$ cat src/rtl/ahci_axi_wr_slave_pkg.sv
// ahci_axi_pkg: burst/response encodings and FSM states shared by the AHCI AXI slaves
package ahci_axi_pkg;
    localparam logic [1:0] BURST_FIXED = 2'd0;
    localparam logic [1:0] BURST_INCR  = 2'd1;
    localparam logic [1:0] BURST_WRAP  = 2'd2;
    localparam logic [1:0] RESP_OKAY   = 2'b00;
    localparam logic [1:0] RESP_SLVERR = 2'b10;
    typedef enum logic [1:0] {IDLE = 2'd0, DATA = 2'd1, RESP = 2'd2} state_e;
endpackage

$ cat src/rtl/ahci_axi_wr_slave_if.sv
// ahci_axi_wr_slave_if: AXI3 AW/W/B channel bundle
interface ahci_axi_wr_slave_if;
    logic [31:0] awaddr;
    logic        awvalid;
    logic        awready;
    logic [11:0] awid;
    logic [3:0]  awlen;
    logic [1:0]  awsize;
    logic [1:0]  awburst;
    logic [31:0] wdata;
    logic        wvalid;
    logic        wready;
    logic [11:0] wid;
    logic        wlast;
    logic [3:0]  wstb;
    logic        bvalid;
    logic        bready;
    logic [11:0] bid;
    logic [1:0]  bresp;
    modport master (
        output awaddr, awvalid, awid, awlen, awsize, awburst, wdata, wvalid, wid, wlast, wstb, bready,
        input  awready, wready, bvalid, bid, bresp
    );
    modport slave (
        input  awaddr, awvalid, awid, awlen, awsize, awburst, wdata, wvalid, wid, wlast, wstb, bready,
        output awready, wready, bvalid, bid, bresp
    );
endinterface

$ cat src/rtl/ahci_burst_addr_gen.sv
// ahci_burst_addr_gen: next dword address of an AXI burst, flags WRAP lengths that are not 2/4/8/16 beats
module ahci_burst_addr_gen
    import ahci_axi_pkg::*;
#(
    parameter int ADDRESS_BITS = 10
) (
    input  logic [ADDRESS_BITS-1:0] addr_i,
    input  logic [3:0]              len_i,
    input  logic [1:0]              burst_i,
    output logic [ADDRESS_BITS-1:0] next_o,
    output logic                    bad_wrap_o
);
    logic [ADDRESS_BITS-1:0] inc, mask;
    assign inc        = addr_i + ADDRESS_BITS'(1);
    assign mask       = ADDRESS_BITS'(len_i);
    assign bad_wrap_o = burst_i == BURST_WRAP && !(len_i inside {4'd1, 4'd3, 4'd7, 4'd15});
    // a valid wrap only advances the bits inside the aligned window; bad wraps fall back to INCR
    assign next_o = burst_i == BURST_FIXED                 ? addr_i :
                    burst_i == BURST_WRAP && !bad_wrap_o   ? (addr_i & ~mask) | (inc & mask) :
                                                             inc;
endmodule

$ cat src/rtl/ahci_axi_wr_slave.sv
// ahci_axi_wr_slave: AXI3 write slave producing a dword register-write stream, one burst at a time.
// Define AHCI_WID_CHECK_EN to drop (and flag) beats whose wid differs from the burst's awid.
module ahci_axi_wr_slave
    import ahci_axi_pkg::*;
#(
    parameter int ADDRESS_BITS = 10
) (
    input  logic                    aclk,
    input  logic                    arst,
    ahci_axi_wr_slave_if.slave      axi,
    input  logic                    dev_ready,
    output logic                    start_burst,
    output logic                    pre_wen,
    output logic [ADDRESS_BITS-1:0] reg_waddr,
    output logic                    reg_wen,
    output logic [3:0]              reg_wstb,
    output logic [31:0]             reg_wdata
);
    state_e                  state_q, state_d;
    logic [ADDRESS_BITS-1:0] addr_q, addr_d, addr_nxt, waddr_q, waddr_d;
    logic [3:0]              len_q, len_d, cnt_q, cnt_d, wstb_q, wstb_d;
    logic [1:0]              burst_q, burst_d, bresp_q, bresp_d;
    logic [11:0]             id_q, id_d, bid_q, bid_d;
    logic [31:0]             wdata_q, wdata_d;
    logic                    err_q, err_d, wen_q, wen_d, bad_wrap, beat_end, id_ok, unused_ok;

    ahci_burst_addr_gen #(.ADDRESS_BITS(ADDRESS_BITS)) u_addr_gen (
        .addr_i(addr_q), .len_i(len_q), .burst_i(burst_q), .next_o(addr_nxt), .bad_wrap_o(bad_wrap)
    );

`ifdef AHCI_WID_CHECK_EN
    assign id_ok     = axi.wid == id_q;
    assign unused_ok = ^{axi.awsize, axi.awaddr[31:ADDRESS_BITS+2], axi.awaddr[1:0]};
`else
    assign id_ok     = 1'b1;
    assign unused_ok = ^{axi.awsize, axi.awaddr[31:ADDRESS_BITS+2], axi.awaddr[1:0], axi.wid};
`endif

    assign axi.awready = state_q == IDLE && !arst;
    assign axi.wready  = state_q == DATA && dev_ready;
    assign axi.bvalid  = state_q == RESP;
    assign axi.bid     = bid_q;
    assign axi.bresp   = bresp_q;
    assign start_burst = axi.awvalid && axi.awready;
    assign pre_wen     = axi.wvalid && axi.wready;
    assign beat_end    = cnt_q == len_q;
    assign reg_waddr   = waddr_q;
    assign reg_wen     = wen_q;
    assign reg_wstb    = wstb_q;
    assign reg_wdata   = wdata_q;

    always_ff @(posedge aclk) begin
        if (arst) begin
            state_q <= IDLE;
            {addr_q, waddr_q, len_q, cnt_q, wstb_q, burst_q, bresp_q} <= '0;
            {id_q, bid_q, wdata_q, err_q, wen_q} <= '0;
        end else begin
            state_q <= state_d;
            {addr_q, waddr_q, len_q, cnt_q, wstb_q, burst_q, bresp_q} <=
                {addr_d, waddr_d, len_d, cnt_d, wstb_d, burst_d, bresp_d};
            {id_q, bid_q, wdata_q, err_q, wen_q} <= {id_d, bid_d, wdata_d, err_d, wen_d};
        end
    end

    always_comb begin
        state_d = state_q;
        addr_d  = addr_q;
        len_d   = len_q;
        burst_d = burst_q;
        id_d    = id_q;
        cnt_d   = cnt_q;
        err_d   = err_q;
        bid_d   = bid_q;
        bresp_d = bresp_q;
        waddr_d = waddr_q;
        wstb_d  = wstb_q;
        wdata_d = wdata_q;
        wen_d   = 1'b0;
        if (start_burst) begin
            addr_d  = axi.awaddr[ADDRESS_BITS+1:2];
            len_d   = axi.awlen;
            burst_d = axi.awburst;
            id_d    = axi.awid;
            cnt_d   = 4'd0;
            err_d   = 1'b0;
            state_d = DATA;
        end
        if (pre_wen) begin
            wen_d   = id_ok;
            waddr_d = addr_q;
            wstb_d  = axi.wstb;
            wdata_d = axi.wdata;
            addr_d  = addr_nxt;
            cnt_d   = cnt_q + 4'd1;
            // a missing or premature wlast still ends the burst, but as SLVERR
            err_d   = err_q || bad_wrap || (beat_end != axi.wlast) || !id_ok;
            state_d = beat_end || axi.wlast ? RESP : DATA;
            bid_d   = beat_end || axi.wlast ? id_q : bid_q;
            bresp_d = beat_end || axi.wlast ? (err_d ? RESP_SLVERR : RESP_OKAY) : bresp_q;
        end
        if (axi.bvalid && axi.bready) state_d = IDLE;
    end
endmodule

$ cat src/flat_wrapper.sv
// flat-port wrapper written by rule: the top's interface ports become plain ports
module ahci_axi_wr_slave_flat import ahci_axi_pkg::*;
#(
    parameter int ADDRESS_BITS = 10
)
  (aclk, arst, dev_ready, start_burst, pre_wen, reg_waddr, reg_wen, reg_wstb, reg_wdata, axi_awaddr, axi_awvalid, axi_awid, axi_awlen, axi_awsize, axi_awburst, axi_wdata, axi_wvalid, axi_wid, axi_wlast, axi_wstb, axi_bready, axi_awready, axi_wready, axi_bvalid, axi_bid, axi_bresp);
  ahci_axi_wr_slave_if axi_i ();
  input  logic aclk;
  input  logic arst;
  input  logic dev_ready;
  output logic start_burst;
  output logic pre_wen;
  output logic [ADDRESS_BITS-1:0] reg_waddr;
  output logic reg_wen;
  output logic [3:0] reg_wstb;
  output logic [31:0] reg_wdata;
  input wire logic [$bits(axi_i.awaddr)-1:0] axi_awaddr;
  input wire logic [$bits(axi_i.awvalid)-1:0] axi_awvalid;
  input wire logic [$bits(axi_i.awid)-1:0] axi_awid;
  input wire logic [$bits(axi_i.awlen)-1:0] axi_awlen;
  input wire logic [$bits(axi_i.awsize)-1:0] axi_awsize;
  input wire logic [$bits(axi_i.awburst)-1:0] axi_awburst;
  input wire logic [$bits(axi_i.wdata)-1:0] axi_wdata;
  input wire logic [$bits(axi_i.wvalid)-1:0] axi_wvalid;
  input wire logic [$bits(axi_i.wid)-1:0] axi_wid;
  input wire logic [$bits(axi_i.wlast)-1:0] axi_wlast;
  input wire logic [$bits(axi_i.wstb)-1:0] axi_wstb;
  input wire logic [$bits(axi_i.bready)-1:0] axi_bready;
  output wire logic [$bits(axi_i.awready)-1:0] axi_awready;
  output wire logic [$bits(axi_i.wready)-1:0] axi_wready;
  output wire logic [$bits(axi_i.bvalid)-1:0] axi_bvalid;
  output wire logic [$bits(axi_i.bid)-1:0] axi_bid;
  output wire logic [$bits(axi_i.bresp)-1:0] axi_bresp;
  assign axi_i.awaddr = axi_awaddr;
  assign axi_i.awvalid = axi_awvalid;
  assign axi_i.awid = axi_awid;
  assign axi_i.awlen = axi_awlen;
  assign axi_i.awsize = axi_awsize;
  assign axi_i.awburst = axi_awburst;
  assign axi_i.wdata = axi_wdata;
  assign axi_i.wvalid = axi_wvalid;
  assign axi_i.wid = axi_wid;
  assign axi_i.wlast = axi_wlast;
  assign axi_i.wstb = axi_wstb;
  assign axi_i.bready = axi_bready;
  assign axi_awready = axi_i.awready;
  assign axi_wready = axi_i.wready;
  assign axi_bvalid = axi_i.bvalid;
  assign axi_bid = axi_i.bid;
  assign axi_bresp = axi_i.bresp;
  ahci_axi_wr_slave #(.ADDRESS_BITS(ADDRESS_BITS)) u_core (.aclk(aclk), .arst(arst), .axi(axi_i), .dev_ready(dev_ready), .start_burst(start_burst), .pre_wen(pre_wen), .reg_waddr(reg_waddr), .reg_wen(reg_wen), .reg_wstb(reg_wstb), .reg_wdata(reg_wdata));
endmodule
$ cat config.mk
export PLATFORM = sky130hd
export DESIGN_NAME = ahci_axi_wr_slave_flat
export DESIGN_NICKNAME = d
export VERILOG_FILES = /design/src/rtl/ahci_axi_wr_slave_pkg.sv /design/src/rtl/ahci_axi_wr_slave_if.sv /design/src/rtl/ahci_burst_addr_gen.sv /design/src/rtl/ahci_axi_wr_slave.sv /design/src/flat_wrapper.sv
export SDC_FILE = /design/constraint.sdc
export NUM_CORES = 1
export LEC_CHECK = 0
export ABC_AREA = 1
export CORE_ASPECT_RATIO = 1.2
export CORE_MARGIN = 2
export CORE_UTILIZATION = 25
export DETAILED_ROUTE_END_ITERATION = 8
export PLACE_DENSITY = 0.56
export SYNTH_ARGS = -nofsm -noshare
export SYNTH_HDL_FRONTEND = slang
export SYNTH_SLANG_ARGS = --single-unit
$ cat constraint.sdc
create_clock -name aclk -period 2.1 [get_ports aclk]
set_input_delay 0.42 -clock aclk [delete_from_list [all_inputs] [get_ports aclk]]
set_output_delay 0.42 -clock aclk [all_outputs]
set_load 0.03 [all_outputs]
==> flow_summary.json <==
{
  "yosysSeqAreaShare_pct": 49.30,
  "grt_pass1_wl_mm": 17.73,
  "register_area_um2": 1902,
  "grt_pass1_vias": 3697,
  "synthToLayoutAreaGrowth_pct": 51.38,
  "final_area_um2": 5839,
  "cp.required_ns": 1.68,
  "ir_drop_uv": 338.2,
  "cpPeakStageDelay_ns": 0.48,
  "grt_antenna_before_repair": 0,
  "finalMaxSlewViolations": 0,
  "slowest_stage": "clkdlybuf4s50_1",
  "synth.area.top_cells": "dfxtp_1, nand2_1, a21oi_1",
  "io_pins": 173,
  "path_max_fanout": 4,
  "rsz0062_at_grt": "false",
  "diodes": 0,
  "cts_sinks": 95,
  "avgSynthCellArea_um2": 7.362,
  "min_period_ns": 1.873,
  "cts_buffers": 9,
  "synthCells": 524,
  "vias": 3747,
  "dpl_cell_area_um2": 5477,
  "yosys.area.top_type": "dfxtp_1",
  "drt-wirelength-per-cell_um": 12.18,
  "clk_pin_slew_ns": 0.07,
  "std_cell_rows": 49,
  "cts_root_buf": "clkbuf_16",
  "fp.coreArea_um2": 15020,
  "final-hold-violation-count": 0,
  "p_per_area_nw_per_um2": 753.2,
  "fin_skew_ns": 0.006798,
  "cts_hold_buf": 0,
  "setup_viol": 0,
  "start_util_pct": 25.68,
  "final_cells": 866,
  "grt_overflow": 0,
  "multi_input_area_um2": 1659,
  "synth_top_area_share_pct": 49.30,
  "wl_mm": 10.55,
  "min-delay-path-class": "register to register",
  "first_pass_iters": 4,
  "critPathKind": "primary input to output pin",
  "grt_use_total_pct": 13.22,
  "netlist_area_um2": 3857,
  "grt_max_degree": 50,
  "die_h_um": 140.1,
  "fin_nets": 767,
  "fin_crit_sh_pct": 89.21,
  "final_util_pct": 38.88,
  "fin_setup_tns_ns": 0,
  "cts_tree": "built",
  "clk_path_buf_depth": 2,
  "synth-seq-cells": 95,
  "p_leak_nw": 2.231,
  "die_w_um": 117.4,
  "dpl.hpwl_mm": 7.683,
  "drv_cap": 0,
  "antenna_left": 0,
  "portBuffers": 135,
  "drc_errors": 0,
  "drt_iter0_drc": 118,
  "start_kind": "primary input",
  "gp_congestion": 0.7949,
  "dp.cells": 848,
  "drt-vias-per-instance": 4.327,
  "status": "completed",
  "path_cells": "clkdlybuf4s50_1, nand3_1, nor2_4, buf_4",
  "ff2ff_setup_slack_ns": 0.32,
  "die-area_um2": 16440,
  "clkLatencyLatePin_ns": 0.34,
  "worstSetupEndpointType": "output pin",
  "ys_types": 25,
  "htreeDepth": 3,
  "ys_warn_count": 0,
  "max_freq_ghz": 0.5338,
  "n_fill_cell": 1541,
  "syn-num-nets": 634,
  "drive_gt1_share_pct": 6.949,
  "crit_arrival_ns": 1.45
}
-- worst paths after layout --
kind / startpoint / end / cells after the start
max: dev_ready / pre_wen / 4
min: u_core.id_q[2]$_SDFFE_PP0P_ / u_core.axi.bid[2]$_SDFFE_PP0P_ / 2
max reg2reg: u_core.len_q[0]$_SDFFE_PP0P_ / u_core.err_q$_SDFFE_PP0P_ / 8
min reg2reg: u_core.id_q[2]$_SDFFE_PP0P_ / u_core.axi.bid[2]$_SDFFE_PP0P_ / 2
-- critical path: cells and delay by family --
kind,cells,cell delay (ns)
simple gates,2,0.36
buf+inv,2,0.67
-- state kept, by name, summed over array words and instances, names as in the netlist, named ones only --
| signal | count |
|---|---|
| u_core.reg_wdata | 32 |
| u_core.len_q | 4 |
| u_core.addr_q | 7 |
| u_core.state_q | 2 |
| u_core.reg_wen | 1 |
| u_core.reg_wstb | 4 |
| u_core.err_q | 1 |
| u_core.burst_q | 2 |
| u_core.cnt_q | 4 |
| u_core.axi.bresp | 1 |
| u_core.axi.bid | 12 |
| u_core.reg_waddr | 10 |
| u_core.id_q | 12 |
-- stage by stage --
stage / power (mW) / setup WS (ns) / hold WS [ns]
after floorplan: 2.284 / 0.09485 / 0.4297
after global placement: 2.566 / 0.07504 / 0.4377
after detailed placement: 2.575 / 0.05658 / 0.4434
after CTS: 4.481 / 0.01907 / 0.4493
after global routing: 4.625 / 0.1520 / 0.4675
final: 4.398 / 0.2266 / 0.4470
-- cell usage in the layout, fill, tap and decap left out, types with 9 or more instances in the layout --
master | synthesis | layout
nand2_1 | 149 | 149
clkdlybuf4s50_1 | 0 | 129
dfxtp_1 | 95 | 95
a21oi_1 | 84 | 84
o21ai_0 | 45 | 45
nor2_1 | 41 | 41
inv_1 | 39 | 39
buf_4 | 8 | 15
nand3_1 | 13 | 13
clkbuf_16 | 0 | 9
-- power by group --
| group | switching (mW) | internal, mW | leakage, nW |
|---|---|---|---|
| clock | 0.677 | 1.19 | 0.168 |
| combinational | 0.312 | 0.287 | 1.29 |
| sequential | 0.0500 | 1.88 | 0.772 |
-- layer usage --
metal  global-route usage [%]  share of wire, %  vias up
met5                        0                 0        -
met4                    7.102               2.7        0
met3                    4.927               8.3       16
met2                    21.67                47      108
met1                    14.98                42     1681
li1                         -                 -     1942
-- cell usage after synthesis, drive strengths merged --
cell type and instances:
nor2 44, nand3 13, dfxtp 95, nand4 4, conb 1, buf 20, or2 2, xnor2 5
a21oi 84, o21ai 47, and3 1, clkbuf 10, nor3 4, nand3b 2, ha 3, inv 39
nand2 150
-- cell families (layout without fill, tap and decap cells) --
family,after synthesis,after routing,synth area share [%]
AO/OA/AOI/OAI,131,131,17.00
XOR/XNOR,5,5,1.135
adder cells (fa/ha/maj),3,3,0.9732
buffers and inverters,69,207,8.044
flip-flops,95,95,49.30
other,1,1,0.09721
AND/OR/NAND/NOR,220,220,23.45
-- layout make-up --
class	count	share of cell area [%]
Clock buffer	10	4.093
Tap cell	204	4.371
Inverter	39	2.507
Multi-Input combinational cell	360	28.41
Timing Repair Buffer	152	26.21
Sequential cell	95	32.57
Clock inverter	6	1.843
-- what timing repair did --
item,CTS,global route
endpoints found under the setup margin,1,2
gates resized for setup,1,1
setup buffers,0,2
cloned,0,0
pin swaps,0,1
No activity file was read; power rests on OpenSTA's default activity.
